[config.mk]
export PLATFORM = sky130hd
export DESIGN_NAME = pll_reconfig_sequencer
export DESIGN_NICKNAME = d
export VERILOG_FILES = /design/src/rtl/pll_reconfig_pkg.sv /design/src/rtl/pll_reconfig_sequencer_sync_ff.sv /design/src/rtl/pll_reconfig_sequencer.sv
export SDC_FILE = /design/constraint.sdc
export NUM_CORES = 1
export LEC_CHECK = 0
export CAP_MARGIN = 20
export CORE_MARGIN = 2
export CORE_UTILIZATION = 25
export CTS_CLUSTER_SIZE = 28
export DETAILED_ROUTE_END_ITERATION = 10
export PLACE_DENSITY = 0.56
export SKIP_CTS_REPAIR_TIMING = 1
export SLEW_MARGIN = 20
export SYNTH_ARGS = -nofsm -noshare
export SYNTH_HDL_FRONTEND = slang
export SYNTH_SLANG_ARGS = --single-unit
[constraint.sdc]
create_clock -name clock -period 2.9 [get_ports clock]
set_input_delay 0.435 -clock clock [delete_from_list [all_inputs] [get_ports clock]]
set_output_delay 0.435 -clock clock [all_outputs]
set_load 0.05 [all_outputs]
[src/rtl/pll_reconfig_pkg.sv]
// Shared types and helpers for the video rPLL reconfiguration sequencer:
// sequencer states, the requested divider triple, and the dsel encoding and
// validity rules used by the rPLL.
package pll_reconfig_pkg;

  typedef enum logic [2:0] {
    S_RESET,
    S_WAIT_LOCK,
    S_SETTLE,
    S_RUN,
    S_FAIL
  } seq_state_t;

  // Divider triple, widened to 32 bits so the helpers work for any DIV_W <= 32
  typedef struct packed {
    logic [31:0] fb_div;
    logic [31:0] in_div;
    logic [31:0] out_div;
  } div_cfg_t;

  // rPLL dsel form is 2^dsel_w - divider; callers truncate to dsel_w bits
  function automatic logic [31:0] encode_div(input logic [31:0] div, input int dsel_w);
    logic [31:0] full;
    full = 32'd1 << dsel_w;
    return full - div;
  endfunction

  // The output divider is programmed as half its value
  function automatic logic [31:0] encode_out(input logic [31:0] div, input int dsel_w);
    return encode_div(div >> 1, dsel_w);
  endfunction

  // Dividers must lie in the range the rPLL can actually express
  function automatic logic cfg_is_valid(input div_cfg_t cfg, input int dsel_w);
    logic [31:0] lim;
    lim = 32'd1 << dsel_w;
    return (cfg.fb_div != 32'd0) && (cfg.fb_div <= lim) &&
           (cfg.in_div != 32'd0) && (cfg.in_div <= lim) &&
           !cfg.out_div[0] && (cfg.out_div >= 32'd2) && (cfg.out_div <= (lim << 1));
  endfunction

endpackage

[src/rtl/pll_reconfig_sequencer_sync_ff.sv]
// Two-flop synchroniser bringing the asynchronous rPLL lock into the system
// clock domain. Resets to 0 so a stale lock is never trusted after reset.
module sync_ff (
  input  logic clock,
  input  logic reset_n,
  input  logic d,
  output logic q
);

  logic meta;

  // Two-stage capture; q is two clocks behind d
  always_ff @(posedge clock or negedge reset_n) begin
    if (!reset_n) begin
      meta <= 1'b0;
      q    <= 1'b0;
    end else begin
      meta <= d;
      q    <= meta;
    end
  end

endmodule

[src/rtl/pll_reconfig_sequencer.sv]
// Video rPLL reconfiguration sequencer: accepts divider configs, encodes them
// to dsel form, pulses the PLL reset, waits for lock with timeout and retry,
// and holds the PLL-clocked domain in reset until lock has been stable.
// Optional feature macro: PLL_RECONFIG_STATUS_EN adds lock_loss_count and
// retry_count status outputs.
module pll_reconfig_sequencer
  import pll_reconfig_pkg::*;
#(
  parameter int DSEL_W        = 6,
  parameter int DIV_W         = 16,
  parameter int RESET_CYCLES  = 16,
  parameter int LOCK_TIMEOUT  = 65536,
  parameter int SETTLE_CYCLES = 1024,
  parameter int MAX_RETRY     = 3,
  parameter int DEF_FB        = 4,
  parameter int DEF_IN        = 4,
  parameter int DEF_OUT       = 8,
  localparam int RETRY_W      = (MAX_RETRY < 3) ? 2 : $clog2(MAX_RETRY + 1)
) (
  input  logic              clock,
  input  logic              reset_n,
  input  logic              cfg_valid,
  output logic              cfg_ready,
  input  logic [DIV_W-1:0]  cfg_input_divider,
  input  logic [DIV_W-1:0]  cfg_feedback_divider,
  input  logic [DIV_W-1:0]  cfg_output_divider,
  input  logic              pll_lock,
  output logic              pll_reset,
  output logic [DSEL_W-1:0] pll_fbdsel,
  output logic [DSEL_W-1:0] pll_idsel,
  output logic [DSEL_W-1:0] pll_odsel,
  output logic              domain_reset,
  output logic              busy,
  output logic              cfg_error,
  output logic              fail
`ifdef PLL_RECONFIG_STATUS_EN
  ,
  output logic [7:0]        lock_loss_count,
  output logic [RETRY_W-1:0] retry_count
`endif
);

  localparam int CNT_MAX_A = (RESET_CYCLES > LOCK_TIMEOUT) ? RESET_CYCLES : LOCK_TIMEOUT;
  localparam int CNT_MAX   = (CNT_MAX_A > SETTLE_CYCLES) ? CNT_MAX_A : SETTLE_CYCLES;
  localparam int CNT_W     = $clog2(CNT_MAX + 1);

  localparam logic [CNT_W-1:0]   RESET_LAST   = CNT_W'(RESET_CYCLES - 1);
  localparam logic [CNT_W-1:0]   TIMEOUT_LAST = CNT_W'(LOCK_TIMEOUT - 1);
  localparam logic [CNT_W-1:0]   SETTLE_LAST  = CNT_W'(SETTLE_CYCLES - 1);
  localparam logic [RETRY_W-1:0] RETRY_MAX    = RETRY_W'(MAX_RETRY);

  localparam logic [DSEL_W-1:0] DEF_FB_ENC  = DSEL_W'(encode_div(32'(DEF_FB), DSEL_W));
  localparam logic [DSEL_W-1:0] DEF_IN_ENC  = DSEL_W'(encode_div(32'(DEF_IN), DSEL_W));
  localparam logic [DSEL_W-1:0] DEF_OUT_ENC = DSEL_W'(encode_out(32'(DEF_OUT), DSEL_W));

  seq_state_t         state;
  logic [CNT_W-1:0]   cnt;
  logic [RETRY_W-1:0] retry;
  logic               lock_s;
  div_cfg_t           cfg_req;
  logic               cfg_fire;
  logic               cfg_ok;
  logic [DSEL_W-1:0]  enc_fb;
  logic [DSEL_W-1:0]  enc_in;
  logic [DSEL_W-1:0]  enc_out;

  sync_ff u_lock_sync (
    .clock   (clock),
    .reset_n (reset_n),
    .d       (pll_lock),
    .q       (lock_s)
  );

  // Widen the offered dividers and pre-compute their validity and encoding
  always_comb begin
    cfg_req = '0;
    cfg_req.fb_div[DIV_W-1:0]  = cfg_feedback_divider;
    cfg_req.in_div[DIV_W-1:0]  = cfg_input_divider;
    cfg_req.out_div[DIV_W-1:0] = cfg_output_divider;
  end

  assign cfg_ok    = cfg_is_valid(cfg_req, DSEL_W);
  assign enc_fb    = DSEL_W'(encode_div(cfg_req.fb_div, DSEL_W));
  assign enc_in    = DSEL_W'(encode_div(cfg_req.in_div, DSEL_W));
  assign enc_out   = DSEL_W'(encode_out(cfg_req.out_div, DSEL_W));
  assign cfg_ready = (state != S_RESET);
  assign cfg_fire  = cfg_valid && cfg_ready;

  // Sequencer FSM; a valid config outranks every lock/timeout event
  always_ff @(posedge clock or negedge reset_n) begin
    if (!reset_n) begin
      state        <= S_RESET;
      cnt          <= '0;
      retry        <= '0;
      pll_reset    <= 1'b1;
      domain_reset <= 1'b1;
      busy         <= 1'b1;
      fail         <= 1'b0;
      cfg_error    <= 1'b0;
      pll_fbdsel   <= DEF_FB_ENC;
      pll_idsel    <= DEF_IN_ENC;
      pll_odsel    <= DEF_OUT_ENC;
    end else begin
      cfg_error <= 1'b0;
      if (cfg_fire && cfg_ok) begin
        pll_fbdsel   <= enc_fb;
        pll_idsel    <= enc_in;
        pll_odsel    <= enc_out;
        retry        <= '0;
        fail         <= 1'b0;
        state        <= S_RESET;
        cnt          <= '0;
        pll_reset    <= 1'b1;
        domain_reset <= 1'b1;
        busy         <= 1'b1;
      end else begin
        if (cfg_fire) begin
          cfg_error <= 1'b1;
        end
        unique case (state)
          S_RESET: begin
            if (cnt == RESET_LAST) begin
              state     <= S_WAIT_LOCK;
              cnt       <= '0;
              pll_reset <= 1'b0;
            end else begin
              cnt <= cnt + CNT_W'(1);
            end
          end
          S_WAIT_LOCK: begin
            if (lock_s) begin
              if (SETTLE_CYCLES <= 1) begin
                state        <= S_RUN;
                cnt          <= '0;
                domain_reset <= 1'b0;
                busy         <= 1'b0;
              end else begin
                state <= S_SETTLE;
                cnt   <= CNT_W'(1);
              end
            end else if (cnt == TIMEOUT_LAST) begin
              cnt <= '0;
              if (retry < RETRY_MAX) begin
                retry     <= retry + RETRY_W'(1);
                state     <= S_RESET;
                pll_reset <= 1'b1;
              end else begin
                state <= S_FAIL;
                fail  <= 1'b1;
                busy  <= 1'b0;
              end
            end else begin
              cnt <= cnt + CNT_W'(1);
            end
          end
          S_SETTLE: begin
            if (!lock_s) begin
              state <= S_WAIT_LOCK;
              cnt   <= '0;
            end else if (cnt == SETTLE_LAST) begin
              state        <= S_RUN;
              cnt          <= '0;
              domain_reset <= 1'b0;
              busy         <= 1'b0;
            end else begin
              cnt <= cnt + CNT_W'(1);
            end
          end
          S_RUN: begin
            if (!lock_s) begin
              state        <= S_WAIT_LOCK;
              cnt          <= '0;
              domain_reset <= 1'b1;
              busy         <= 1'b1;
            end
          end
          S_FAIL: begin
            pll_reset    <= 1'b0;
            domain_reset <= 1'b1;
            busy         <= 1'b0;
            fail         <= 1'b1;
          end
          default: begin
            state <= S_RESET;
            cnt   <= '0;
          end
        endcase
      end
    end
  end

`ifdef PLL_RECONFIG_STATUS_EN
  logic run_lost;
  assign run_lost    = (state == S_RUN) && !lock_s && !(cfg_fire && cfg_ok);
  assign retry_count = retry;

  // Saturating count of lock losses while running; only reset_n clears it
  always_ff @(posedge clock or negedge reset_n) begin
    if (!reset_n) begin
      lock_loss_count <= '0;
    end else if (run_lost && (lock_loss_count != 8'hFF)) begin
      lock_loss_count <= lock_loss_count + 8'd1;
    end
  end
`endif

endmodule
==> results of run 1 <==
registers in the layout (all words and copies together), names as in the netlist:
| register | flops |
|---|---|
| pll_odsel | 6 |
| u_lock_sync.meta | 1 |
| cnt | 17 |
| pll_idsel | 6 |
| fail | 1 |
| pll_reset | 1 |
| domain_reset | 1 |
| pll_fbdsel | 6 |
| u_lock_sync.q | 1 |
| busy | 1 |
| retry | 2 |
| state | 3 |
| cfg_error | 1 |
final cells by class:
cell class	instances	area, um^2
clock buffers	5	68.8
clock inverters	3	27.5
fillers	1087	6590
inverters	10	37.5
multi-input cells	213	1380
flip-flops and latches	47	1190
well taps	136	170
repair buffers	94	903
synth_stat cells, drive strengths merged, types with 6 or more instances:
master and instances:
nor4 13, nand3 9, nand4 10, clkbuf 6, dfrtp 32, dfstp 15, nor2 25, nand2 29
nor3 12, ha 7, xor2 14, xnor2 6, or3 7, o21ai 18, inv 10
path summary, 6_finish.rpt:
kind | from | end | cells after the start
min in group clock | u_lock_sync.meta | u_lock_sync.q | 0
hold reg to reg | u_lock_sync.meta | u_lock_sync.q | 0
setup reg to reg | cnt[1] | cnt[6] | 10
max in group asynchronous | reset_n | pll_fbdsel[4] | 2
setup / recovery | cnt[1] | cnt[6] | 10
hold / removal | reset_n | pll_idsel[0] | 1
critical path: cells and delay by family, from the launching register on:
kind,cells,cell delay (ns)
AND/OR/NAND/NOR,6,1.25
AO/OA/AOI/OAI,1,0.30
buffers and inverters,1,0.09
flip-flops,1,0.42
adder cells (fa/ha/maj),2,0.50
layer usage:
metal | vias up | part of all wire | GRT usage
met4 | 0 | 0.020 | 0.0449
met3 | 14 | 0.046 | 0.0254
met2 | 53 | 0.46 | 0.204
met5 | - | 0 | 0
li1 | 1190 | - | -
met1 | 1089 | 0.48 | 0.162
per-stage QoR:
step                utilization  area (um^2)  setup TNS (ns)  setup slack, ns  std cells
detailed placement        0.355         3680           -1.37           -0.129        500
global placement          0.355         3680          -0.120          -0.0402        500
global route              0.365         3780               0           0.0588        508
CTS                       0.365         3780               0            0.215        508
finish                    0.365         3780               0            0.230        508
floorplan                     -         2680               0            0.520        281
cell families (layout without fill, tap and decap cells):
kind of cell | after synthesis | count (layout) | share of synthesized area
AND/OR/NAND/NOR | 132 | 132 | 0.264
AO/OA/AOI/OAI | 47 | 47 | 0.118
flip-flops | 47 | 47 | 0.447
buffers and inverters | 21 | 112 | 0.0374
XOR/XNOR | 20 | 20 | 0.0655
adder cells (fa/ha/maj) | 7 | 7 | 0.0327
multiplexers | 7 | 7 | 0.0355
report_power, final:
| group | total (mW) | switching [mW] | internal, mW |
|---|---|---|---|
| Clock | 0.434 | 0.255 | 0.179 |
| Sequential | 0.756 | 0.0659 | 0.690 |
| Combinational | 0.469 | 0.251 | 0.217 |
==> summary.txt, run 1 <==
Logic synthesis
  – Library cells used by synthesis: 48
  – #FFs+latches synth: 47
  – Synth area leaders: dfrtp_1 30%, dfstp_2 15%, xor2_1 4.6%
  – Syn Nets: 340
  – EDFF count, synth: 0
  – Async set-reset flop share out of synthesis: 1.00
  – Post-synth top area share: 0.299
  – Cell taking the most area after synthesis: dfrtp_1
  – Sequential element share of the synthesized area: 0.447
  – Synth Flop Type: dfrtp_1
  – Synth warnings: 0
  – Syn_area_per_cell: 9.52 um^2
  – Synthesized area: 2680 um^2
  – Cells after synthesis: 281

Global routing
  – Largest net degree at the start of global routing: 46
  – Initial antenna violation count: 0
  – First-pass GRT wire length: 11500 um
  – GR Util All Layers: 0.124
  – Vias in the first global route: 2392
  – GR Overflow Total: 0

STA
  – Final Hold Viols: 0
  – Least-Margin Pin Slew: 0.579 ns
  – Peak Freq: 0.374 GHz
  – Tmin final: 2.67 ns
  – Period utilization: 0.921
  – RSZ-0062 raised after global routing: no
  – Worst hold slack: 0.110 ns
  – Relative slew slack: 0.609
  – Final setup viols: 0
  – Slew Viols, Final: 0
  – Layout Skew: 0.0124 ns

Clock network
  – TritonCTS buffer count: 5
  – H-Tree Depth: 2
  – TritonCTS clock tree: yes
  – Clock Tree Buf Depth: 2
  – Clock Root Buffer: clkbuf_8
  – Clk sink count: 47
  – Clk Latency, worst-skew pair: 0.32 ns
  – Clk pin slew, worst setup/hold paths: 0.11 ns

Drt
  – DRC violations left: 0
  – TritonRoute pass-1 iters: 4
  – Via density per instance: 4.62
  – Routed WL per cell: 13.5 um
  – WL final: 6860 um
  – Antenna Violating Nets Remaining: 0
  – 1st-iter DRT viols: 84
  – Routed via count: 2346

Critical path
  – Worst path slowest cell: or3b_1
  – Arr. time, crit path: 2.86 ns
  – Max FO, Critical Path: 8
  – Crit Path Category: flop to flop
  – Critical Path End Type: flop
  – CP Launch Type: flop
  – FF-to-FF setup slack: 0.23 ns
  – Cells along the critical path: ha_1 > nand3_1 > nor3_1 > nand4_1 > inv_1 > ha_1 > nor2b_1 > or3b_1 > o21ai_4 > nor3_1
  – Crit-path max cell delay: 0.55 ns
  – Req. time, crit path: 3.09 ns

Placement
  – Detailed placement HPWL: 5260 um
  – Routability cong.: 0.821
  – Port-buffer cells: 75

Layout
  – Diode count: 0
  – Nets@finish: 430
  – Most frequent cells in the layout: 74 x clkdlybuf4s50_1, 32 x dfrtp_1, 29 x nand2_1, 25 x nor2_1, 19 x buf_4
  – Area Overhead vs Synth: 41.4%
  – Fraction of layout instances using a drive strength above 1: 0.142
  – Most common cell after layout, fill and taps aside: clkdlybuf4s50_1

Die
  – Die X-Extent: 107 um
  – Core ar.: 10400 um^2
  – Die area: 11500 um^2
  – Initial cell density of the core: 0.258
  – Rows: 37
  – Chip height: 107 um
  – IO Count: 76

Power
  – Total Power: 1.66 mW
  – Power Density: 439 nW/um^2
  – Pleak: 1.52 nW
  – Worst vdd ir: 189 uV

Min path
  – Hold/Removal Path Class: input pin to asynchronous set/reset pin

Run
  – MaxCap Viol Count: 0

Outcome
  – Status: finished, final reports clean
(Power assumes the default switching activity.)
==> inputs of run 2 (changes only) <==
--- a/config.mk
+++ b/config.mk
@@ -5,12 +5,14 @@
 export SDC_FILE = /design/constraint.sdc
 export NUM_CORES = 1
 export LEC_CHECK = 0
-export CAP_MARGIN = 20
+export CAP_MARGIN = 25
+export CELL_PAD_IN_SITES_DETAIL_PLACEMENT = 1
+export CELL_PAD_IN_SITES_GLOBAL_PLACEMENT = 1
 export CORE_MARGIN = 2
 export CORE_UTILIZATION = 25
 export CTS_CLUSTER_SIZE = 28
 export DETAILED_ROUTE_END_ITERATION = 10
-export PLACE_DENSITY = 0.56
+export PLACE_DENSITY = 0.68
 export SKIP_CTS_REPAIR_TIMING = 1
 export SLEW_MARGIN = 20
 export SYNTH_ARGS = -nofsm -noshare
==> summary.txt, run 2 (same netlist as run 1, synthesis figures left out) <==
Layout
  – Max FFs per register: 17 (unchanged)
  – Nets@finish: 430 (unchanged)
  – FILL cells: 1234 (was 1087)
  – Most frequent cells in the layout: 74 x clkdlybuf4s50_1, 32 x dfrtp_1, 29 x nand2_1, 25 x nor2_1, 19 x buf_4 (unchanged)
  – Area Overhead vs Synth: 40.4% (was 41.4%)
  – Fin area: 3760 um^2 (was 3780 um^2)
  – Most common cell after layout, fill and taps aside: clkdlybuf4s50_1 (unchanged)
  – Diode count: 0 (unchanged)
  – Non-filler cells, final: 508 (unchanged)
  – Biggest register: cnt (unchanged)
  – Fraction of layout instances using a drive strength above 1: 0.140 (was 0.142)

Placement
  – Detailed placement HPWL: 5940 um (was 5260 um)
  – Placed instance count: 500 (unchanged)
  – Routability cong.: 0.784 (was 0.821)
  – Port-buffer cells: 75 (unchanged)
  – Placed cell area: 3670 um^2 (was 3680 um^2)
  – Post-Place Worst Slack: -0.0649 ns (was -0.129 ns)

STA
  – Slew Viols, Final: 0 (unchanged)
  – Least-Margin Pin Slew: 0.539 ns (was 0.579 ns)
  – Relative slew slack: 0.635 (was 0.609)
  – Final setup viols: 0 (unchanged)
  – Setup TNS: 0 ns (unchanged)
  – Final Hold Viols: 0 (unchanged)
  – Tmin final: 2.63 ns (was 2.67 ns)
  – Setup WS post-layout: 0.267 ns (was 0.230 ns)
  – Peak Freq: 0.380 GHz (was 0.374 GHz)
  – Period utilization: 0.908 (was 0.921)
  – RSZ-0062 raised after global routing: no (unchanged)
  – Layout Skew: 0.0132 ns (was 0.0124 ns)

Critical path
  – Max FO, Critical Path: 13 (was 8)
  – CP Launch Type: input pin (was flop)
  – FF-to-FF End: cnt[2] (was cnt[6])
  – Reg2reg start: cnt[0] (was cnt[1])
  – Crit Path Category: input pin to flop (was flop to flop)
  – FF-to-FF setup slack: 0.28 ns (was 0.23 ns)
  – Arr. time, crit path: 2.86 ns (about the same)
  – Req. time, crit path: 3.12 ns (was 3.09 ns)
  – Worst reg2reg path depth: 11 (was 10)
  – Critical Path End Type: flop (unchanged)

Clock network
  – H-Tree Depth: 2 (unchanged)
  – Clk Latency, worst-skew pair: 0.30 ns (was 0.32 ns)
  – Clock Tree Buf Depth: 2 (unchanged)
  – Clk sink count: 47 (unchanged)
  – Clock Root Buffer: clkbuf_8 (unchanged)
  – TritonCTS buffer count: 5 (unchanged)
  – TritonCTS clock tree: yes (unchanged)
  – Clk pin slew, worst setup/hold paths: 0.10 ns (was 0.11 ns)

Global routing
  – Initial antenna violation count: 0 (unchanged)
  – Vias in the first global route: 2672 (was 2392)
  – GR Util All Layers: 0.139 (was 0.124)
  – GR Overflow Total: 0 (unchanged)
  – First-pass GRT wire length: 12900 um (was 11500 um)
  – Largest net degree at the start of global routing: 23 (was 46)

Run
  – MaxCap Viol Count: 0 (unchanged)

Drt
  – 1st-iter DRT viols: 50 (was 84)
  – TritonRoute pass-1 iters: 4 (unchanged)
  – Routed WL per cell: 14.6 um (was 13.5 um)
  – DRC violations left: 0 (unchanged)
  – Via density per instance: 4.74 (was 4.62)
  – Routed via count: 2407 (was 2346)
  – Antenna Violating Nets Remaining: 0 (unchanged)
  – WL final: 7440 um (was 6860 um)

Min path
  – Hold/Removal Path Class: input pin to asynchronous set/reset pin (unchanged)

Power
  – Worst vdd ir: 157 uV (was 189 uV)
  – Pleak: 1.51 nW (was 1.52 nW)
  – Power Density: 435 nW/um^2 (was 439 nW/um^2)

Die
  – Initial cell density of the core: 0.258 (unchanged)
  – IO Count: 76 (unchanged)
  – Rows: 37 (unchanged)
  – Die X-Extent: 107 um (unchanged)
  – Core ar.: 10400 um^2 (unchanged)
  – Die area: 11500 um^2 (unchanged)
  – Chip height: 107 um (unchanged)

Outcome
  – Status: finished, final reports clean (unchanged)
run 2: cell count changes in the layout (fill, tap and decap cells not counted), sizes merged:
cell / before / now
clkbuf: 5 / 6
clkinv: 0 / 1
inv: 12 / 10
run 2: where the power goes:
| group | switching, mW | internal [mW] |
|---|---|---|
| Clock | 0.231 | 0.169 |
| Sequential | 0.0761 | 0.690 |
| Combinational | 0.243 | 0.226 |
| Total | 0.550 | 1.08 |
run 2: worst max-delay path by stage:
stage | endpoint | cells past startpoint | slack, ns | from
finish | pll_idsel[4] | 10 | 0.27 | cfg_input_divider[0]
CTS | pll_idsel[4] | 10 | 0.25 | cfg_input_divider[0]
floorplan | pll_fbdsel[1] | 8 | 0.52 | cfg_input_divider[0]
global route | pll_idsel[4] | 10 | 0.09 | cfg_input_divider[0]
detailed placement | pll_idsel[4] | 10 | -0.06 | cfg_input_divider[0]
global placement | pll_fbdsel[1] | 7 | -0.005 | cfg_output_divider[5]
run 2: area by class of cell:
type / instances / area (um^2) / area share
clock buffers: 6 / 72.6 / 0.0193
repair buffers: 94 / 888 / 0.237
clock inverters: 2 / 12.5 / 0.00333
flip-flops and latches: 47 / 1190 / 0.318
well taps: 136 / 170 / 0.0453
inverters: 10 / 37.5 / 0.00999
multi-input cells: 213 / 1380 / 0.367
run 2: layer usage:
metal | GRT usage | wire, um | vias up | share of wire
met4 | 0.0330 | 69 | 0 | 0.0093
met1 | 0.177 | 3350 | 1171 | 0.45
li1 | - | - | 1191 | -
met5 | 0 | 0 | - | 0
met2 | 0.247 | 3800 | 39 | 0.51
met3 | 0.0242 | 215 | 6 | 0.029
run 2: worst max-delay path, stage by stage:
cell and delay (ns):
clkdlybuf4s50_1 0.42, inv_1 0.08, ha_1 0.18, or3b_1 0.37, o31a_1 0.26, nor4_2 0.32, nand4_1 0.16, buf_4 0.23
buf_4 0.18, o21ai_0 0.19
run 2: through the flow:
stage | util | power (mW) | hold slack (ns)
CTS | 0.362 | 1.66 | 0.104
floorplan | - | 1.03 | 0.139
global route | 0.362 | 1.74 | 0.125
global placement | 0.354 | 1.24 | 0.334
finish | 0.362 | 1.63 | 0.0880
detailed placement | 0.354 | 1.25 | 0.362
